--- config.mk ---
export PLATFORM = sky130hd
export DESIGN_NAME = dma_mc_timing_control
export DESIGN_NICKNAME = d
export VERILOG_FILES = /design/src/rtl/dma_mc_timing_control_pkg.sv /design/src/rtl/dma_mc_timing_control_arbiter.sv /design/src/rtl/dma_mc_timing_control.sv
export SDC_FILE = /design/constraint.sdc
export NUM_CORES = 1
export LEC_CHECK = 0
export CAP_MARGIN = 15
export CORE_MARGIN = 8
export CORE_UTILIZATION = 40
export DETAILED_ROUTE_END_ITERATION = 8
export PLACE_DENSITY = 0.86
export SLEW_MARGIN = 20
export SYNTH_ARGS = -nofsm -noshare
export SYNTH_HDL_FRONTEND = slang
export SYNTH_SLANG_ARGS = --single-unit
--- constraint.sdc ---
create_clock -name CLK -period 4.24 [get_ports CLK]
set_input_delay 0.636 -clock CLK [delete_from_list [all_inputs] [get_ports CLK]]
set_output_delay 0.636 -clock CLK [all_outputs]
set_load 0.05 [all_outputs]
--- src/rtl/dma_mc_timing_control_pkg.sv ---
// Shared encodings for the multi-channel DMA timing/control block.
package dma_mc_pkg;

    typedef enum logic [2:0] {SI, S0, S1, S2, S3, S4} state_t;

    typedef enum logic [1:0] {
        MODE_SINGLE    = 2'b00,
        MODE_BLOCK     = 2'b01,
        MODE_DEMAND    = 2'b10,
        MODE_BLOCK_ALT = 2'b11
    } mode_t;

    typedef enum logic [1:0] {
        DIR_IO2MEM  = 2'b00,
        DIR_MEM2IO  = 2'b01,
        DIR_MEM2MEM = 2'b10,
        DIR_VERIFY  = 2'b11
    } dir_t;

    // Index width for n items, never below one bit.
    function automatic int idx_width(input int n);
        return (n > 1) ? $clog2(n) : 1;
    endfunction

endpackage

--- src/rtl/dma_mc_timing_control_arbiter.sv ---
// Combinational channel picker: first unmasked request at or after the start
// channel (rotating) or from channel 0 (fixed).
module dma_prio_arbiter
    import dma_mc_pkg::*;
#(
    parameter int NUM_CH      = 4,
    parameter int ROTATE_PRIO = 1,
    localparam int CH_W       = idx_width(NUM_CH)
) (
    input  logic [NUM_CH-1:0] req,
    input  logic [NUM_CH-1:0] mask,
    input  logic [CH_W-1:0]   ptr,
    output logic [CH_W-1:0]   grant,
    output logic              valid
);

    int idx;

    // Scan from the far end so the nearest eligible channel is written last.
    always_comb begin
        grant = '0;
        valid = 1'b0;
        idx   = 0;
        for (int i = NUM_CH - 1; i >= 0; i--) begin
            idx = ((ROTATE_PRIO != 0 ? int'(ptr) : 0) + i) % NUM_CH;
            if (req[idx[CH_W-1:0]] && !mask[idx[CH_W-1:0]]) begin
                grant = idx[CH_W-1:0];
                valid = 1'b1;
            end
        end
    end

endmodule

--- src/rtl/dma_mc_timing_control.sv ---
// Multi-channel DMA timing/control: arbitration, bus hold handshake and
// S0..S4 transfer sequencing with READY wait states and timeout abort.
module dma_mc_timing_control
    import dma_mc_pkg::*;
#(
    parameter int NUM_CH      = 4,
    parameter int WAIT_MAX    = 15,
    parameter int ROTATE_PRIO = 1,
    localparam int CH_W       = idx_width(NUM_CH)
) (
    input  logic                CLK,
    input  logic                RESET,
    input  logic [NUM_CH-1:0]   DREQ,
    input  logic                HLDA,
    input  logic                READY,
    input  logic                EOP_in,
    input  logic                CS,
    input  logic [2*NUM_CH-1:0] ch_mode,
    input  logic [2*NUM_CH-1:0] ch_dir,
    input  logic [NUM_CH-1:0]   ch_mask,
    input  logic [NUM_CH-1:0]   ch_tc,
    output logic                HRQ,
    output logic [NUM_CH-1:0]   DACK,
    output logic                IOR,
    output logic                IOW,
    output logic                io_oe,
    output logic                MEMR,
    output logic                MEMW,
    output logic                EOP_out,
    output logic [CH_W-1:0]     active_ch,
    output logic                state_read,
    output logic                state_write,
    output logic                state_done,
    output logic                program_mode,
    output logic [NUM_CH-1:0]   timeout_err
);

    localparam int WC_W = (WAIT_MAX > 1) ? $clog2(WAIT_MAX) : 1;

    state_t            state, state_nxt;
    logic [CH_W-1:0]   active_q, ptr_q, grant;
    logic              grant_vld;
    logic [WC_W-1:0]   wait_cnt;
    logic [NUM_CH-1:0] terr_q;
    logic              eop_q;
    mode_t             cur_mode;
    dir_t              cur_dir;
    logic              wait_hit, in_xfer, timeout_now, tc_done;

    dma_prio_arbiter #(.NUM_CH(NUM_CH), .ROTATE_PRIO(ROTATE_PRIO)) u_arb (
        .req   (DREQ),
        .mask  (ch_mask),
        .ptr   (ptr_q),
        .grant (grant),
        .valid (grant_vld)
    );

    assign cur_mode    = mode_t'(ch_mode[{active_q, 1'b0} +: 2]);
    assign cur_dir     = dir_t'(ch_dir[{active_q, 1'b0} +: 2]);
    assign wait_hit    = (WAIT_MAX != 0) && (wait_cnt == WC_W'(WAIT_MAX - 1));
    assign in_xfer     = (state == S2) || (state == S3);
    // Completions only count when the service is not being killed this cycle.
    assign timeout_now = in_xfer && !READY && wait_hit && !EOP_in && HLDA;
    assign tc_done     = (state == S4) && ch_tc[active_q] && !EOP_in && HLDA;

    always_ff @(posedge CLK) begin
        if (RESET) state <= SI;
        else       state <= state_nxt;
    end

    always_comb begin
        state_nxt = state;
        case (state)
            SI: if (grant_vld) state_nxt = S0;
            S0: if (HLDA) state_nxt = S1;
            S1: state_nxt = S2;
            S2: if (READY) state_nxt = S3; else if (wait_hit) state_nxt = SI;
            S3: if (READY) state_nxt = S4; else if (wait_hit) state_nxt = SI;
            S4: begin
                if (ch_tc[active_q])                 state_nxt = SI;
                else if (cur_mode == MODE_SINGLE)    state_nxt = SI;
                else if (cur_mode == MODE_DEMAND)    state_nxt = DREQ[active_q] ? S2 : SI;
                else                                 state_nxt = S2;
            end
            default: state_nxt = SI;
        endcase
        // External abort or loss of the bus ends any service immediately.
        if (state != SI && (EOP_in || (state != S0 && !HLDA)))
            state_nxt = SI;
    end

    always_comb begin
        HRQ  = 1'b0;
        DACK = '0;
        IOR  = 1'b0;
        IOW  = 1'b0;
        MEMR = 1'b0;
        MEMW = 1'b0;
        case (state)
            S0: HRQ = 1'b1;
            S1, S4: begin
                HRQ            = 1'b1;
                DACK[active_q] = 1'b1;
            end
            S2: begin
                HRQ            = 1'b1;
                DACK[active_q] = 1'b1;
                MEMR           = (cur_dir == DIR_MEM2IO) || (cur_dir == DIR_MEM2MEM);
                IOR            = (cur_dir == DIR_IO2MEM);
            end
            S3: begin
                HRQ            = 1'b1;
                DACK[active_q] = 1'b1;
                MEMW           = (cur_dir == DIR_IO2MEM) || (cur_dir == DIR_MEM2MEM);
                IOW            = (cur_dir == DIR_MEM2IO);
            end
            default: ;
        endcase
    end

    always_ff @(posedge CLK) begin
        if (RESET) begin
            active_q <= '0;
            ptr_q    <= '0;
            wait_cnt <= '0;
            terr_q   <= '0;
            eop_q    <= 1'b0;
        end else begin
            eop_q <= timeout_now || tc_done;
            if (timeout_now)
                terr_q[active_q] <= 1'b1;
            if (state == SI && grant_vld)
                active_q <= grant;
            // Last-served channel drops to lowest priority once the service ends.
            if (state != SI && state_nxt == SI)
                ptr_q <= (active_q == CH_W'(NUM_CH - 1)) ? '0 : active_q + 1'b1;
            if (in_xfer && state_nxt == state)
                wait_cnt <= wait_cnt + 1'b1;
            else
                wait_cnt <= '0;
        end
    end

    assign EOP_out      = eop_q;
    assign active_ch    = active_q;
    assign timeout_err  = terr_q;
    assign state_read   = (state == S2);
    assign state_write  = (state == S3);
    assign state_done   = (state == S4);
    assign io_oe        = HLDA;
    assign program_mode = CS & ~HLDA;

endmodule

==> results of run 1 <==
[how the worst max path moves through the flow]
stage                             from    to  slack (ns)  depth (start not counted)
after floorplan           active_ch[0]  MEMW        1.41                          3
after global placement       ch_dir[2]  MEMR        0.90                          6
after detailed placement     ch_dir[2]  MEMR        0.89                          6
after CTS                 active_ch[0]  MEMR        0.81                          5
after global routing      active_ch[0]  MEMR        0.68                          5
final                     active_ch[0]  MEMR        0.84                          5
[kinds of logic after synthesis]
group | synth area share, %
mux | 8.24
compound gates | 20.4
simple gates | 27.6
fa+ha+maj | 8.04
buf+inv | 7.84
xor+xnor | 2.11
flops | 25.7
[worst register-to-register path, stage by stage, from the launching register on]
cell,delay [ns]
sky130_fd_sc_hd__dfxtp_1,0.69
sky130_fd_sc_hd__nor3_1,0.23
sky130_fd_sc_hd__o32ai_1,0.49
sky130_fd_sc_hd__nor4b_2,0.38
sky130_fd_sc_hd__mux2_1,0.36
[placed cells by master (no fill, tap or decap), types with 3 or more instances in the layout]
cell	synthesis	final
sky130_fd_sc_hd__a2111oi_1	4	4
sky130_fd_sc_hd__and2_1	7	7
sky130_fd_sc_hd__nor3_1	5	5
sky130_fd_sc_hd__a31oi_1	4	4
sky130_fd_sc_hd__clkdlybuf4s50_1	0	54
sky130_fd_sc_hd__dfxtp_1	16	16
sky130_fd_sc_hd__clkbuf_4	0	3
sky130_fd_sc_hd__nor2b_1	9	9
sky130_fd_sc_hd__nand2b_1	3	3
sky130_fd_sc_hd__ha_1	8	8
sky130_fd_sc_hd__inv_1	10	10
sky130_fd_sc_hd__nor2_1	12	12
sky130_fd_sc_hd__nand2_1	6	6
sky130_fd_sc_hd__a21oi_1	10	10
[report_power, final]
part | leakage, nW | total [W] | switching, W | internal [W]
Sequential | 0.130 | 0.000167 | 0.0000114 | 0.000155
Clock | 0.0138 | 0.0000791 | 0.0000461 | 0.0000331
Combinational | 0.511 | 0.000119 | 0.0000571 | 0.0000622
Total | 0.654 | 0.000365 | 0.000115 | 0.000250
[final cells by class]
class,instances,share of cell area (%)
clock buffers,3,1.26
inverters,10,2.10
multi-input cells,108,46.2
flip-flops and latches,16,17.9
well taps,33,2.31
repair buffers,54,30.2
[layer usage]
layer	vias up	part of all wire (%)	track usage [%]
met5	-	0	0
met4	0	1.9	5.44
met3	7	8.3	3.49
met2	49	50	23.6
met1	565	40	13.4
li1	611	-	-
[metrics by stage]
stage	instance area, sq um	setup slack [ns]
final	1790	0.836
after detailed placement	1770	0.889
after global placement	1770	0.902
after global routing	1790	0.682
after CTS	1790	0.812
after floorplan	1240	1.41
[sequential cells by signal, indices dropped and copies added (netlist names)]
| signal | count |
|---|---|
| EOP_out | 1 |
| state | 3 |
| ptr_q | 2 |
| active_ch | 2 |
| timeout_err | 4 |
| wait_cnt | 4 |
[cell usage after synthesis, drive strengths merged (2+ instances only)]
master / number
xor2: 2
and3b: 2
and2: 7
a21oi: 10
nor2: 13
ha: 8
a31oi: 4
buf: 6
nand2b: 3
a22oi: 2
inv: 10
dfxtp: 16
clkbuf: 2
nor3b: 2
o21ai: 2
nand2: 6
mux2i: 2
a2111oi: 4
nor3: 6
mux4: 3
a211oi: 2
a311oi: 2
nor2b: 9
==> run_results.csv, run 1 <==
group,metric,value,unit
logic_synthesis,async_flop_share,0,%
logic_synthesis,synth_top_area_share,25.7,%
floorplan,core,3000,sq um
global_routing,grt_overflow_total,0,
worst_setup_path,cp_data_required_time,3.60,ns
floorplan,start_util,41.5,%
cts,tritoncts,"yes",
pwr,peakVddDrop,123,uV
global_routing,antenna_violations_before_repair,0,
layout,syn2layout_area_growth,43.7,%
logic_synthesis,post_synth_num_cell_types,49,
worst_setup_path,reg2reg_depth,4,
worst_setup_path,timing.critical_path.fanout_max,13,
cts,htree_levels,1,
worst_setup_path,path_buf_inv,2,
timing,finalCriticalPeriod,3.40,ns
routing,drt_pre_antenna_iters,4,
status,outcome,"finished clean",
run,drv_cap,0,
worst_hold_path,min-delay-path-class,"reg -> reg",
worst_setup_path,critical_path.reg2reg.endpoint,"ptr_q[0]",
cts,cts_root_buffer,"sky130_fd_sc_hd__clkbuf_4",
timing,final.hold.worst_slack,0.481,ns
place,globalplace.congestion,0.851,
logic_synthesis,synthesis.instances,142,
routing,routedWlPerCell,14.7,microns
place,dp_cells,221,
worst_setup_path,critical_path.reg2reg.startpoint,"state[1]",
timing,worst_clock_skew,0.000423,ns
timing,timing.slew.headroom,60.3,%
global_routing,maximum_number_of_pins_on_one_net_before_global_route_repair,18,
cts,cts_made_buffers,3,
timing,hold_viol,0,
pwr,pwr_density_cell,204,nW/um^2
worst_hold_path,origin_of_the_worst_min_delay_path,"timeout_err[0]",
place,hpwl,2750,microns
floorplan,chipWidth,71.8,microns
global_routing,via_count_of_the_first_global_routing_pass,1269,
worst_setup_path,critical_path.top_delay_family,"buffers and inverters",
floorplan,die_y,71.8,microns
timing,timing.setup.tns,0,ns
worst_hold_path,holdPathEnd,"timeout_err[0]",
floorplan,std_cell_rows,20,
floorplan,floorplan.io_pins,55,
layout,fin_cells,224,
timing,max_transition_viols_final,0,
routing,drt_iter0_drc,61,
logic_synthesis,syn-cell-area,1240,sq um
layout,drive_gt1_share,7.85,%
worst_setup_path,worstSetupStartpointType,"register",
layout,fillCellCount,274,
floorplan,floorplan.die_area,5150,sq um
layout,final_nets,235,
routing,vias_per_cell,5.50,
routing,drc,0,
worst_setup_path,cp.arrival,2.77,ns
logic_synthesis,synth_edf_count,0,
routing,routed_wl,3280,microns
layout,final-seq-area,320,sq um
worst_setup_path,setup.worst_path.end_class,"output port",
layout,multi_input_comb_area,827,sq um
layout,antenna-diode-count,0,
cts,cts.repair_timing.setup_buffer_count,0,
logic_synthesis,synth_nets,184,
place,io_buffer_count,54,
global_routing,groute.usage.overall,12.9,%
timing,final_worst_path_cycle_share,80.3,%
cts,cts-hold-fix-buffers,0,
worst_hold_path,worst_hold_path.num_cells,2,
worst_setup_path,timing.reg2reg.setup_slack,1.99,ns
timing,timing_worst_slew_pin_value,0.589,ns
timing,timing.final.setup_violations,0,
logic_synthesis,ys_seq_area_share,25.7,%
logic_synthesis,synth-main-ff-cell,"sky130_fd_sc_hd__dfxtp_1",
logic_synthesis,yosys.area.top_type,"sky130_fd_sc_hd__dfxtp_1",
pwr,static-leakage-power,0.654,nW
layout,post_route_core_utilization,59.6,%
timing,fmaxAchievable,294,MHz
worst_setup_path,path_cells,"mux4_1 -> inv_1 -> ha_1 -> and2_1 -> clkdlybuf4s50_1",
cts,later_pin_clock_latency_in_the_skew_report,0.29,ns
routing,route.vias.total,1232,
cts,clock-sinks,16,
cts,cts_resized,0,
global_routing,grt_pass1_wl,5450,microns
logic_synthesis,synth-seq-cells,16,
timing,rsz0062_at_grt,"no",
logic_synthesis,syn_area_per_cell,8.77,sq um
routing,drt.antenna.violating_nets,0,
worst_setup_path,crit_slowest_cell,"sky130_fd_sc_hd__clkdlybuf4s50_1",
worst_setup_path,path_class,"reg -> out",
worst_setup_path,crit_path_max_incr_delay,0.69,ns
pwr,totalPowerFinal,0.000365,W
cts,clock_tree.buffer_depth,2,
logic_synthesis,synth.yosys.warnings,0,
logic_synthesis,netlist_top_cells_area,"sky130_fd_sc_hd__dfxtp_1 (26%), sky130_fd_sc_hd__ha_1 (8.0%), sky130_fd_sc_hd__nor2b_1 (4.5%)",
cts,clk_pin_slew_worst_paths,0.09,ns
Note: power is estimated with default switching activity, not from simulation.
==> inputs of run 2 (changes only) <==
==> constraint.sdc (replaced) <==
create_clock -name CLK -period 3.35 [get_ports CLK]
set_input_delay 0.5025 -clock CLK [delete_from_list [all_inputs] [get_ports CLK]]
set_output_delay 0.5025 -clock CLK [all_outputs]
set_load 0.05 [all_outputs]
==> run_results.csv, run 2 (synthesis results as in run 1) <==
group,metric,value,unit
worst_setup_path,critPathMostFrequentCell,"sky130_fd_sc_hd__clkdlybuf4s50_1",
worst_setup_path,critical_path.reg2reg.endpoint,"ptr_q[0]",
cts,clock-sinks,16,
timing,hold_viol,0,
cts,cts_made_buffers,3,
cts,tritoncts,"yes",
cts,clock_tree.buffer_depth,2,
worst_setup_path,timing.critical_path.fanout_max,3,
global_routing,grt_overflow_total,0,
layout,fin_cells,225,
routing,route.vias.total,1233,
place,io_buffer_count,54,
pwr,pwr_density_cell,258,nW/um^2
pwr,static-leakage-power,0.662,nW
routing,routedWlPerCell,14.5,microns
global_routing,maximum_number_of_pins_on_one_net_before_global_route_repair,18,
pwr,totalPowerFinal,0.000462,W
worst_setup_path,path_buf_inv,3,
timing,timing.slew.headroom,62.9,%
timing,final_worst_path_cycle_share,91.9,%
timing,rsz0062_at_grt,"no",
timing,timing_worst_slew_pin_value,0.556,ns
worst_setup_path,critical_path_depth,6,
layout,layout_commonest_cell,"sky130_fd_sc_hd__clkdlybuf4s50_1",
worst_setup_path,worstSetupStartpointType,"primary input",
pwr,peakVddDrop,158,uV
worst_setup_path,cp.arrival,2.58,ns
floorplan,core,3000,sq um
floorplan,start_util,41.5,%
worst_setup_path,critical_path.top_delay_family,"buffers and inverters",
floorplan,die_y,71.8,microns
global_routing,via_count_of_the_first_global_routing_pass,1214,
status,outcome,"finished clean",
global_routing,antenna_violations_before_repair,0,
layout,final_nets,236,
worst_setup_path,reg2reg_depth,4,
cts,cts.repair_timing.setup_buffer_count,0,
timing,final.hold.worst_slack,0.486,ns
floorplan,chipWidth,71.8,microns
worst_setup_path,path_cells,"clkdlybuf4s50_1 -> mux4_1 -> inv_1 -> ha_1 -> and2_1 -> clkdlybuf4s50_1",
worst_setup_path,crit_path_max_incr_delay,0.69,ns
cts,later_pin_clock_latency_in_the_skew_report,0.28,ns
run,drv_cap,0,
worst_setup_path,crit_slowest_cell,"sky130_fd_sc_hd__clkdlybuf4s50_1",
place,hpwl,2720,microns
floorplan,floorplan.die_area,5150,sq um
worst_setup_path,worst_setup_path_endpoint,"MEMR",
cts,htree_levels,1,
global_routing,grt_pass1_wl,5250,microns
routing,drc,0,
worst_hold_path,min-delay-path-class,"reg -> reg",
cts,cts_resized,0,
timing,fmaxAchievable,325,MHz
worst_setup_path,timing.reg2reg.setup_slack,1.12,ns
worst_setup_path,path_class,"in -> out",
worst_setup_path,cp_data_required_time,2.85,ns
worst_setup_path,crit_start,"ch_dir[4]",
global_routing,groute.usage.overall,12.3,%
layout,syn2layout_area_growth,44.1,%
layout,post_route_core_utilization,59.8,%
layout,final_cell_mix,"sky130_fd_sc_hd__clkdlybuf4s50_1 (53), sky130_fd_sc_hd__dfxtp_1 (16), sky130_fd_sc_hd__nor2_1 (12), sky130_fd_sc_hd__inv_1 (10), sky130_fd_sc_hd__a21oi_1 (10)",
routing,routed_wl,3260,microns
layout,antenna-diode-count,0,
timing,max_transition_viols_final,0,
cts,clk_pin_slew_worst_paths,0.09,ns
routing,drt_pre_antenna_iters,4,
timing,finalCriticalPeriod,3.08,ns
place,dp_cells,222,
place,globalplace.congestion,0.890,
timing,timing.final.setup_violations,0,
timing,timing.setup.tns,0,ns
routing,drt.antenna.violating_nets,0,
worst_setup_path,setup.worst_path.end_class,"output port",
floorplan,floorplan.io_pins,55,
worst_setup_path,critical_path.reg2reg.startpoint,"state[1]",
timing,worst_clock_skew,0.00447,ns
routing,drt_iter0_drc,96,
routing,vias_per_cell,5.48,
cts,cts-hold-fix-buffers,0,
cts,cts_root_buffer,"sky130_fd_sc_hd__clkbuf_4",
floorplan,std_cell_rows,20,
layout,drive_gt1_share,8.85,%
run 2: cell types whose count changed in the layout (fill, tap and decap cells not counted), sizes merged:
cell           before  now
clkdlybuf4s50      54   53
buf                 0    2
run 2: per-stage QoR:
| step | setup slack (ns) | area (sq um) |
|---|---|---|
| after CTS | 0.261 | 1790 |
| after global routing | 0.214 | 1790 |
| after global placement | 0.281 | 1770 |
| after detailed placement | 0.261 | 1770 |
| after floorplan | 0.649 | 1240 |
| final | 0.270 | 1790 |
run 2: worst min-delay path, cell delays in order (launching register included):
cell                      delay [ns]
sky130_fd_sc_hd__dfxtp_1        0.34
sky130_fd_sc_hd__a21oi_1        0.04
sky130_fd_sc_hd__nor2_1         0.07
run 2: report_power, final:
| part | leakage (nW) | switching, W | internal [W] |
|---|---|---|---|
| registers | 0.130 | 0.0000117 | 0.000196 |
| logic | 0.518 | 0.0000742 | 0.0000799 |
| clock network | 0.0138 | 0.0000582 | 0.0000417 |
run 2: per-layer routing:
metal  wire (microns)  vias up  track usage [%]
met4               36        0             4.08
met2             1650       34             22.3
li1                 -      618                -
met3              164        4             2.51
met1             1410      577             13.8
met5                0        -                0
run 2: area by class of cell:
cell class	instances	area, sq um
Clock buffer	3	22.5
Fill cell	277	1210
Inverter	10	37.5
Multi-Input combinational cell	108	827
Sequential cell	16	320
Tap cell	33	41.3
Timing Repair Buffer	55	546
run 2: worst min-delay path by stage:
stage / from / to / slack, ns / cells after the start
final: timeout_err[0] / timeout_err[0] / 0.49 / 2
after global placement: timeout_err[2] / timeout_err[2] / 0.45 / 2
after global routing: wait_cnt[0] / wait_cnt[0] / 0.51 / 1
after floorplan: wait_cnt[0] / wait_cnt[0] / 0.45 / 1
after CTS: timeout_err[0] / timeout_err[0] / 0.49 / 2
after detailed placement: timeout_err[0] / timeout_err[0] / 0.46 / 2
